--- config.mk ---
export PLATFORM = sky130hd
export DESIGN_NAME = multu_sequencer
export DESIGN_NICKNAME = d
export VERILOG_FILES = /design/src/rtl/multu_sequencer_pkg.sv /design/src/rtl/multu_sequencer_step.sv /design/src/rtl/multu_sequencer.sv
export SDC_FILE = /design/constraint.sdc
export NUM_CORES = 1
export LEC_CHECK = 0
export ABC_CLOCK_PERIOD_IN_PS = 6500
export CAP_MARGIN = 25
export CORE_ASPECT_RATIO = 0.5
export CORE_UTILIZATION = 55
export DETAILED_ROUTE_END_ITERATION = 6
export GPL_TIMING_DRIVEN = 0
export PLACE_DENSITY = 0.81
export SYNTH_ARGS = -nofsm -noshare
export SYNTH_HDL_FRONTEND = slang
export SYNTH_HIERARCHICAL = 1
export SYNTH_SLANG_ARGS = --single-unit
--- constraint.sdc ---
create_clock -name clk -period 6.5 [get_ports clk]
set_input_delay 1.3 -clock clk [delete_from_list [all_inputs] [get_ports clk]]
set_output_delay 1.3 -clock clk [all_outputs]
set_load 0.03 [all_outputs]
--- src/rtl/multu_sequencer_pkg.sv ---
// Shared definitions for the MULTU sequencer: FSM encoding and default sizing.
package multu_sequencer_pkg;

  typedef enum logic {
    IDLE = 1'b0,
    RUN  = 1'b1
  } state_e;

  localparam int WIDTH_DEF = 32;
  localparam int CNT_W     = $clog2(WIDTH_DEF);

endpackage : multu_sequencer_pkg

--- src/rtl/multu_sequencer_step.sv ---
// One radix-2 shift-add step of the unsigned multiply: conditionally add the
// multiplicand into the accumulator, then shift {acc, mplier} right by one.
module multu_step #(
  parameter int WIDTH = 32
) (
  input  logic [WIDTH:0]   acc,
  input  logic [WIDTH-1:0] mplier,
  input  logic [WIDTH-1:0] mcand,
  output logic [WIDTH:0]   acc_nx,
  output logic [WIDTH-1:0] mplier_nx
);

  logic [WIDTH:0] sum;

  // Add then shift; the carry bit of sum lands in the accumulator MSB-1,
  // and the accumulator MSB always refills with zero so no carry is lost.
  always_comb begin
    sum       = acc + (mplier[0] ? {1'b0, mcand} : '0);
    acc_nx    = {1'b0, sum[WIDTH:1]};
    mplier_nx = {sum[0], mplier[WIDTH-1:1]};
  end

endmodule : multu_step

--- src/rtl/multu_sequencer.sv ---
// Iterative MULTU controller: owns HI/LO, runs a WIDTH-step shift-add loop,
// and stalls MFHI/MFLO while a product is still being formed.
module multu_sequencer
  import multu_sequencer_pkg::*;
#(
  parameter int WIDTH = WIDTH_DEF
) (
  input  logic             clk,
  input  logic             reset,
  input  logic             start,
  input  logic [WIDTH-1:0] a,
  input  logic [WIDTH-1:0] b,
  input  logic             hilo_rd,
  output logic [WIDTH-1:0] hi,
  output logic [WIDTH-1:0] lo,
  output logic             busy,
  output logic             done,
  output logic             stall
);

  localparam int CW = $clog2(WIDTH);

  state_e         state_q, state_d;
  logic [CW-1:0]  cnt_q, cnt_d;
  logic [WIDTH:0] acc_q, acc_d;
  logic [WIDTH-1:0] mcand_q, mcand_d;
  logic [WIDTH-1:0] mplier_q, mplier_d;
  logic [WIDTH-1:0] hi_q, hi_d;
  logic [WIDTH-1:0] lo_q, lo_d;
  logic           done_q, done_d;

  logic [WIDTH:0]   acc_nx;
  logic [WIDTH-1:0] mplier_nx;

  multu_step #(.WIDTH(WIDTH)) u_step (
    .acc       (acc_q),
    .mplier    (mplier_q),
    .mcand     (mcand_q),
    .acc_nx    (acc_nx),
    .mplier_nx (mplier_nx)
  );

  // Next-state logic: step while running, commit on the last step, and let a
  // new start (re)load operands regardless of state; a commit in the same
  // edge as a start still completes.
  always_comb begin
    state_d  = state_q;
    cnt_d    = cnt_q;
    acc_d    = acc_q;
    mcand_d  = mcand_q;
    mplier_d = mplier_q;
    hi_d     = hi_q;
    lo_d     = lo_q;
    done_d   = 1'b0;

    if (state_q == RUN) begin
      acc_d    = acc_nx;
      mplier_d = mplier_nx;
      cnt_d    = cnt_q + 1'b1;
      if (cnt_q == CW'(WIDTH - 1)) begin
        hi_d    = acc_nx[WIDTH-1:0];
        lo_d    = mplier_nx;
        done_d  = 1'b1;
        state_d = IDLE;
      end
    end

    if (start) begin
      mcand_d  = a;
      mplier_d = b;
      acc_d    = '0;
      cnt_d    = '0;
      state_d  = RUN;
    end
  end

  // State, datapath and HI/LO registers, all cleared by asynchronous reset.
  always_ff @(posedge clk or posedge reset) begin
    if (reset) begin
      state_q  <= IDLE;
      cnt_q    <= '0;
      acc_q    <= '0;
      mcand_q  <= '0;
      mplier_q <= '0;
      hi_q     <= '0;
      lo_q     <= '0;
      done_q   <= 1'b0;
    end else begin
      state_q  <= state_d;
      cnt_q    <= cnt_d;
      acc_q    <= acc_d;
      mcand_q  <= mcand_d;
      mplier_q <= mplier_d;
      hi_q     <= hi_d;
      lo_q     <= lo_d;
      done_q   <= done_d;
    end
  end

  // Outputs; stall is purely combinational so the read is held in-cycle.
  always_comb begin
    busy  = (state_q == RUN);
    stall = busy & hilo_rd;
    done  = done_q;
    hi    = hi_q;
    lo    = lo_q;
  end

endmodule : multu_sequencer

Word level (Yosys, flattened, before mapping)
Cells that the tools add are included.

storage, ports and cells
  flip-flop bits (word level) = 168
  bits of input ports = 68
  output and inout port bits = 67
  word-level logic and storage cells = 26

operators by class
  add/subtract/negate cells = 2
  eq/ne operators = 1
  mux-type cells = 12
  bitwise operators = 1
  reductions and logical operators = 2

operator list
  cell                                                            number
  32-bit 2-to-1 mux                                               3
  33-bit 2-to-1 mux                                               2
  33-bit adder                                                    1
  5-bit 2-to-1 mux                                                2
  5-bit by 1-bit adder with 5-bit output (second input constant)  1
  5-bit equality test (second input constant)                     1
  1-bit 2-to-1 mux                                                5
  2-bit AND reduction                                             1
  2-bit nonzero test                                              1
  1-bit AND                                                       1

Longest topological paths before layout
Gate-level depths: netlist (run 1).

  depth after elaboration = 4
  depth in mapped cells = 14
  depth with buffers taken out = 12

Cells and area by module
The synthesis (run 1) kept the hierarchy.

by module, submodules not included
  module           times used  cells an instance  area an instance (sq um)  sequential area each (sq um)
  multu_sequencer  1           478                6693.9                    4204.0
  multu_step       1           319                2306.0                    0.0

Worst setup path after synthesis (run 1)
OpenSTA, ideal clock, no wires.

  path kind = input to output
  from = input port hilo_rd
  to = output port stall
  data arrival time = 1.581 ns
  required time = 5.200 ns
  slack = 3.619 ns
  cell stages on the path = 1
  path buffers = 0
  cell sequence = and2_1

between the ends
  longest elaborated chain between the ends = 1

RTL lines
  item                line                    source
  start: declaration  multu_sequencer.sv:13   input logic hilo_rd,
  1-bit AND           multu_sequencer.sv:103  stall = busy & hilo_rd;
  end: declaration    multu_sequencer.sv:18   output logic stall

Every way passes these cells.

Final worst setup path (run 1)
Same ends and word-level chain as after synthesis.

==> flow_results.org, run 1 <==
** Run status
- The run finished with clean final reports.

** GRT
- The initial antenna violation count was 0.
- The first global-routing pass estimated roughly 33000 µm of wire.
- Entering global routing, the biggest net connects approximately 110 pins.
- Number of global-route vias before repair :: 6577
- GRT Total Usage :: between 20% and 30%
- The total overflow left after global routing is 0.

** Synthesis
- Number of storage elements in the synthesis netlist :: approximately 170
- The average instance in the mapped netlist occupies ~11 µm².
- In the synthesized netlist the async set-or-reset flop fraction comes to between 90% and 100%.
- During synthesis, Yosys emitted a total of 6 warnings.
- Fraction of synthesized cell area taken by the top area cell type :: a little under half
- Yosys instantiated no cell more often than dfrtp_1.
- EDFF count, synth :: 0
- The synthesized netlist contains 58 unique library cells.
- Sorting the synthesized cells by area gives the leading types as dfrtp_1 (47%), mux2i_1 (7.6%), mux2_1 (6.9%).
- The cell count after synthesis came out at 797.
- For this run, the register share of the synthesized area comes to about 47%.
- Post-synth net total :: 900
- After synthesis the cells add up to ~9000 µm².
- Post-synth top flop :: dfrtp_1
- Summed over all instances, the cell type with the most area after synthesis is dfrtp_1.
- After synthesis, the most frequently instantiated cells are dfrtp_1 (168), mux2i_1 (68), nor2_1 (60), nand2_1 (56), mux2_1 (55).

** Critical path
- STA classifies the critical path endpoint as an output port.
- STA classifies the critical path startpoint as an input port.
- The critical path is of the input port to output port type.
- Worst setup slack for register-to-register paths :: approximately 2.9 ns
- Arrival time worst endpoint :: 2.53 ns
- For the worst flop-to-flop path, the logic depth is 12.
- Data on the critical path is required at its endpoint by 5.20 ns.
- The worst register-to-register path ends at hi[28]$_DFFE_PP0P_.
- Origin of the critical flop-to-flop path :: mplier_q[0]$_DFFE_PP0P_
- CP Max Fanout :: 1

** Timing
- Worst Hold Margin :: slightly below 0.5 ns
- The clock period could shrink to roughly 3.8 ns.
- Slew Viols, Final :: 0
- Setup violations remaining at the end of the flow were counted as 0.
- The worst pin sits at a relative slew slack of approximately 60%.
- Setup repair after global routing left no endpoint under its margin.
- Setup total negative slack on the finished layout was measured at 0 ns.
- The final critical path takes up slightly below 60% of the cycle.
- Maximum clock frequency :: 0.261 GHz
- The clock arrives with 0.0127 ns of skew.
- Final Hold Viols :: 0
- For the pin with the worst max-slew slack, the measured transition is about 0.59 ns.

** Clocking
- Clock-pin slew reported for the worst setup and hold paths after clock tree synthesis :: 0.06 ns
- The clock net in this run drives a total of between 150 and 200 sinks.
- TritonCTS clock tree :: built
- Number of buffers added by the clock tree synthesis step :: 17
- Once the clock tree was built, the resizer swapped 0 gates to a different size.
- The number of setup buffers added after CTS is 0.
- In this run, post-CTS hold repair placed 0 buffers.
- Skew-Pair Late Insertion Delay :: roughly 0.43 ns
- In this run the number of H-tree levels came out at 4.
- CTS Buffer Depth :: 2
- In this run the clock root is driven by a clkbuf_16.

** Placed design
- Post-DP HPWL :: roughly 15000 µm
- Routability-driven placement finished with a final weighted congestion of about 0.87.
- Port-buffer cells :: ~130
- Including well taps, the total number of placed cells is between 1000 and 1500.

** Routing
- The detailed router placed ~6500 vias in this run.
- Before antenna repair, the detailed router went through 5 iterations.
- After detailed routing, the number of remaining DRC violations is 0.
- In this run, the number of DRC markers left after iteration 0 of detailed routing was 460.
- Summed over all layers, the routed wires come to between 20000 and 25000 µm.
- After detailed routing, the average wire length per cell comes to around 17 µm.
- Post-DRT Antenna Nets :: 0
- Dividing the detail-routed via count by the number of cells gives about 5.5.

** Die
- The floorplan step defined a die boundary enclosing roughly 17000 µm².
- Placement row count :: 32
- After floorplanning, the core was sized to cover 15700 µm².
- For this configuration, the core starts out at a cell density of 57.3%.
- In this run the horizontal extent of the chip is around 180 µm.
- Die height :: a little over 90 µm
- approximately 140 I/O pins were placed.

** Power and ir drop
- Static power due to leakage :: about 0.0057 µW
- In this run the power density over the cells is 245 nW/µm².
- Proportion of power drawn by the clock network :: a little over a third
- The internal power of the cells totals 1930 µW.
- Power after layout :: approximately 2700 µW
- Combinational logic burns around 22% of the power.
- Switching portion of total power :: 29.6%
- The worst-case IR drop observed on VDD is around 0.17 mV.
- Sequential cells burn 42.8% of the power.
- Summed over all nets, the switching power comes to 811 µW.

** Cells and area
- The number of antenna diodes in the final layout is 0.
- In the final layout, the share of cells above drive strength 1 is 16.3%.
- Area growth from synthesis to layout :: 24.5%
- The net count of the finished layout is roughly 1100.
- In the final layout, flip-flops and latches occupy between 4000 and 5000 µm².
- The finished layout holds 1183 standard cells, fillers aside.
- In the final layout, the multi-input gates occupy around 4300 µm².
- The layout has about 1100 filler cells.

** Run
- Max-cap violations in this run came to 0.

** Worst hold path
- The path with the worst hold slack has its endpoint at lo[21]$_DFFE_PP0P_.
- Number of instances on the worst hold path :: 1
- Class of the most critical hold timing path :: register to register
- The worst hold path begins at lo[21]$_DFFE_PP0P_.
-- worst max path at each step --
stage / from / end / slack (ns) / cells after the start
3_3_place_gp: reset / lo[23]$_DFFE_PP0P_ / -1.61 / 2
5_1_grt: hilo_rd / stall / 2.65 / 3
4_1_cts: hilo_rd / stall / 2.66 / 3
2_1_floorplan: reset / acc_q[0]$_DFFE_PP0P_ / 0.65 / 1
6_report: hilo_rd / stall / 2.67 / 3
3_5_place_dp: hilo_rd / stall / 2.66 / 3
-- metrics by stage --
| stage | util [%] | instance area [µm²] | worst slack [ns] |
|---|---|---|---|
| floorplan | - | 9000 | 0.653 |
| global placement | 67.6 | 10600 | -1.61 |
| detailed placement | 67.8 | 10600 | 2.66 |
| CTS | 71.4 | 11200 | 2.66 |
| global route | 71.4 | 11200 | 2.65 |
| finish | 71.4 | 11200 | 2.67 |
-- cell usage in the layout, fill, tap and decap left out, types with 7 or more instances in the layout --
cell type	instances
clkdlybuf4s50_1	133
o21ai_1	32
mux2i_1	68
xnor2_1	17
and2_1	37
ha_1	34
nand3_1	7
xor2_1	9
buf_2	10
a21oi_1	26
nor2_1	60
a21o_1	9
o21ai_0	22
buf_6	7
mux2_1	55
buf_4	41
clkbuf_16	17
inv_1	13
dfrtp_1	168
mux2_2	42
clkbuf_1	12
nand2_1	56
-- worst max-delay path: stages --
cell and delay, ns:
clkdlybuf4s50_1 0.45, and2_1 0.12, clkdlybuf4s50_1 0.67
-- routing by layer --
metal | routed length, µm | global-route usage (%) | vias up
met1 | 9510 | 34.7 | 3200
met5 | 0 | 0 | -
met3 | 1120 | 5.86 | 19
met4 | 216 | 5.63 | 0
met2 | 9370 | 41.7 | 172
li1 | - | - | 3059
-- logic make-up after synthesis --
group	count (synthesis)	synth area share (%)
buffers and inverters	83	5.89
muxes	165	19.7
DFF	168	46.7
adders and majority gates	35	4.95
xor gates and xnor gates	26	2.53
other	1	0.0417
AOI/OAI and AO/OA	139	10.9
and+or+nand+nor	180	9.26
-- flip-flops by register name, indices dropped and copies added, names as in the netlist --
| name | cells |
|---|---|
| mcand_q | 32 |
| hi | 32 |
| busy | 1 |
| cnt_q | 5 |
| acc_q | 33 |
| done | 1 |
| mplier_q | 32 |
| lo | 32 |
-- power groups by stage --
stage | clock [µW] | combinational, µW | sequential, µW
final | 981 | 589 | 1170
after global routing | 1040 | 653 | 1180
after CTS | 995 | 588 | 1170
after detailed placement | 0 | 581 | 1190
after global placement | 0 | 564 | 1190
after floorplan | 0 | 421 | 1180
-- cell type report --
type,instances,area share [%]
Multi-Input combinational cell,546,38.1
Sequential cell,168,37.5
Timing Repair Buffer,134,12.1
Buffer,69,4.26
Clock buffer,19,3.95
Tap cell,221,2.47
Clock inverter,12,1.08
Inverter,14,0.536
(Power assumes the default switching activity.)
==> inputs of run 2 (changes only) <==
ABC_CLOCK_PERIOD_IN_PS = 3300   (was 6500)
CORE_UTILIZATION = 50   (was 55)
PLACE_DENSITY = 0.78   (was 0.81)
clock period = 3.3 ns   (was 6.5 ns; I/O delays follow)
==> flow_results.org, run 2 (synthesized netlist as in run 1, its figures left out) <==
** Routing
- The first-pass detailed-route iteration total is 5 (unchanged).
- Post-DRT Antenna Nets :: 0 (unchanged)
- The met3 routed wirelength was 733 µm (-34%).
- Routed signal wires occupy layers up through met4.
- The met2 wire length came to 9390 µm (+0.29%).
- Wl on met1 :: 9460 µm (-0.52%)
- The remaining routing DRC violations came to 0 (unchanged).
- First DRT Iteration DRCs :: 381 (-17%)
- The via count normalized by instance count came to 5.33 (-2.3%).
- The overall via count from detail_route is 6405 (-0.70%).
- Detailed-route wire length :: 19700 µm (-2.3%)
- The routed wirelength normalized by instance count is 16.4 µm (-3.9%).

** Critical path
- Path length in cells of the critical path :: 11 (+8)
- Reg-to-reg critical path endpoint :: hi[19]$_DFFE_PP0P_
- CP Max Fanout :: 6 (+5)
- The signal on the critical path passes through and2_1 > ha_1 > fa_1 > a21oi_2 > o21ai_2 > a211o_1 > o21a_1 > nor2_1 > o221ai_1 > xor2_1 > mux2_2.
- The startpoint identified for the worst register-to-register timing path is mplier_q[0]$_DFFE_PP0P_.
- Critical Path End :: hi[19]$_DFFE_PP0P_
- Slowest cell on the critical path :: dfrtp_2
- Among cell families on the critical path, the largest total delay comes from compound AO/OA/AOI/OAI gates.
- The worst setup path is captured at a register.
- The data arrival time at the worst-slack endpoint was 3.50 ns (+0.97 ns).
- Worst stage delay on the critical path :: 0.47 ns (-0.20 ns)
- Category of the most critical setup path :: register to register
- Critical path startpoint :: mplier_q[0]$_DFFE_PP0P_
- The critical path required time was 3.60 ns (-1.60 ns).
- The worst-case register-to-register setup slack is 0.1 ns (-2.78 ns).
- Number of cells on the worst reg-to-reg path :: 11 (-1)
- Critical path startpoint category :: register
- CP Buf/Inv Count :: 0 (-2)

** Placed design
- The final weighted congestion in routability-driven placement was 0.852 (-2.5%).
- Port-buffer cells :: 133 (unchanged)
- Worst setup timing slack at the placement stage :: -0.174 ns (-2.83 ns)
- The instance area after placement came to 10700 µm² (+0.61%).
- The post-detailed-placement half-perimeter wirelength came to 14400 µm (-2.0%).

** GRT
- Antenna violations before repair :: 0 (unchanged)
- The wire length of the first global-routing pass is 32800 µm (-1.5%).
- Total gr overflow :: 0 (unchanged)
- The global-route total usage across every layer was 22.3% (-3.2 points).
- The pin count of the biggest net entering global routing came to 41 (-62%).
- Number of global-route vias before repair :: 6569 (-0.12%)

** Power and ir drop
- Switching portion of total power :: 29.8% (+0.20 points)
- Sequential fraction of design power :: 43.2% (+0.4 points)
- Power density over the cells :: 471 nW/µm² (+92%)
- The peak supply drop is 0.415 mV (+140%).
- The static leakage came to 0.00572 µW (+1.0%).
- Share of power burned in combinational logic :: 22.0% (+0.5 points)
- Internal power :: 3760 µW (+95%)
- Switching pwr :: 1590 µW (+97%)
- Proportion of power drawn by the clock network :: 34.8% (-0.9 points)
- The overall power consumption came to 5360 µW (+95%).

** Clocking
- The clock transition at the register clock pins on the worst setup and hold paths after CTS is 0.07 ns (about the same).
- The number of H-tree branching levels came to 4 (unchanged).
- The maximum root-to-sink buffer count is 2 (unchanged).
- The cell sitting at the root of the clock tree is a clkbuf_16.
- Number of buffers added by the clock tree synthesis step :: 17 (unchanged)
- Clock sinks :: 168 (unchanged)
- The cts-stage hold buffer count is 0 (unchanged).
- The worst-skew pair later-pin latency is 0.42 ns (about the same).
- TritonCTS clock tree :: built

** Cells and area
- The layout net count was 1058 (+0.47%).
- Final instance area :: 11400 µm² (+1.4%)
- Area growth from synthesis to layout :: 26.3%
- Antenna diode instance count :: 0 (unchanged)
- Register containing the most flip-flops in the final layout :: acc_q
- The share of cells above drive strength 1 is 18.4% (+2.1 points).
- The number of flip-flops in the largest register is 33 (unchanged).
- The filler cell count came to 1369 (+21%).
- The area of the multi-input gates is 4350 µm² (+2.0%).
- Most frequent cells in the layout :: dfrtp_1 (167), clkdlybuf4s50_1 (133), mux2i_1 (68)
- Most frequent standard cell in the layout excluding fill and tap cells :: dfrtp_1
- The sequential standard cell area is 4210 µm² (about the same).

** Timing
- The relative max-transition margin was 56.3% (-3.8 points).
- The worst setup skew after layout is 0.0119 ns (-0.000842 ns).
- Minimum clock period after layout :: between 3 and 4 ns
- The post-layout worst setup margin is 0.0981 ns (-2.57 ns).
- Based on the critical path, the design can be clocked at up to 0.312 GHz.
- Period Utilization, post-route :: a little over nine tenths
- Worst Hold Margin :: 0.491 ns (+0.00264 ns)
- Transition time of the tightest slew-check pin :: 0.653 ns (+0.0618 ns)
- Slew Viols, Final :: 0 (unchanged)
- The number of setup violations in the final report was 0 (unchanged).
- The count of final hold-check violations was 0 (unchanged).

** Die
- Placement row count :: 34 (+6.3%)
- I/O pins :: 135 (unchanged)
- The y dimension of the die was 96.9 µm (+4.8%).
- The placeable core region is 17500 µm² (+11%).
- Initial core utilization :: 51.5% (-5.9 points)
- Total Die Area :: 18600 µm² (+9.8%)
- X dimension of the die :: 192 µm (+4.8%)

** Worst hold path
- The path class of the tightest hold or removal check is register to register.

** Run
- Max-capacitance violation count :: 0 (unchanged)

** Run status
- Result of the run :: completed
## run 2: cell count changes in the layout (fill, tap and decap cells not counted), moves of 2 or more
cell      change
buf_12        +4
buf_4         +4
clkinv_2      +2
a21oi_1       -3
a221oi_2      +2
o21ai_2       +2
o21ai_0       -2
ha_1          -3
a221oi_1      -2
clkbuf_1      -2
a21oi_2       +3
ha_2          +2
## run 2: metal layers
layer  GRT usage (%)  up-vias
li1                -     3087
met1            31.2     3176
met2            36.4      129
met3            3.48       13
met4            4.95        0
met5               0        -
## run 2: cell type report
class	count	share of cell area, %
sequential	168	37.0
buffer	68	4.27
inverter	14	0.495
tap	234	2.58
clock buffer	20	3.93
clock inverter	12	0.837
multi-input combinational	546	38.3
timing repair buffer	140	12.6
## run 2: timing repair
item	in CTS	in global routing
resized for setup	5	22
endpoints found under the setup margin	17	20
pin swaps	0	9
buffers inserted	0	3
## run 2: worst register-to-register path, stage by stage, from the launching register on
cell and delay (ns):
dfrtp_2 0.47, and2_1 0.19, ha_1 0.23, fa_1 0.43, a21oi_2 0.23, o21ai_2 0.16
a211o_1 0.34, o21a_1 0.19, nor2_1 0.23, o221ai_1 0.17, xor2_1 0.18, mux2_2 0.27
## run 2: how the worst min path moves through the flow
stage | from | to | depth (start not counted)
finish | hi[22]$_DFFE_PP0P_ | hi[22]$_DFFE_PP0P_ | 1
global route | lo[7]$_DFFE_PP0P_ | lo[7]$_DFFE_PP0P_ | 1
CTS | lo[12]$_DFFE_PP0P_ | lo[12]$_DFFE_PP0P_ | 1
detailed placement | hi[28]$_DFFE_PP0P_ | hi[28]$_DFFE_PP0P_ | 1
global placement | lo[11]$_DFFE_PP0P_ | lo[11]$_DFFE_PP0P_ | 1
floorplan | mcand_q[0]$_DFFE_PP0P_ | mcand_q[0]$_DFFE_PP0P_ | 1
## run 2: power by group through the flow
stage	registers, µW	logic, µW	clock network (µW)
CTS	2310	1150	1920
finish	2310	1180	1860
global route	2330	1310	2000
detailed placement	2350	1140	0
global placement	2340	1100	0
floorplan	2330	829	0
## run 2: through the flow
stage	instances	utilization [%]	TNS [ns]
after floorplan	797	-	0
after global placement	1164	60.8	-149.19
after detailed placement	1168	61.2	-1.22
after CTS	1200	64.4	0
after global routing	1202	65.0	-0.0248
final	1202	65.0	0
==> inputs of run 3 (changes only) <==
ABC_AREA = 0   (was default)
==> results of run 3 <==
Same layout as run 2: the final DEF is identical, and so are final timing and power.
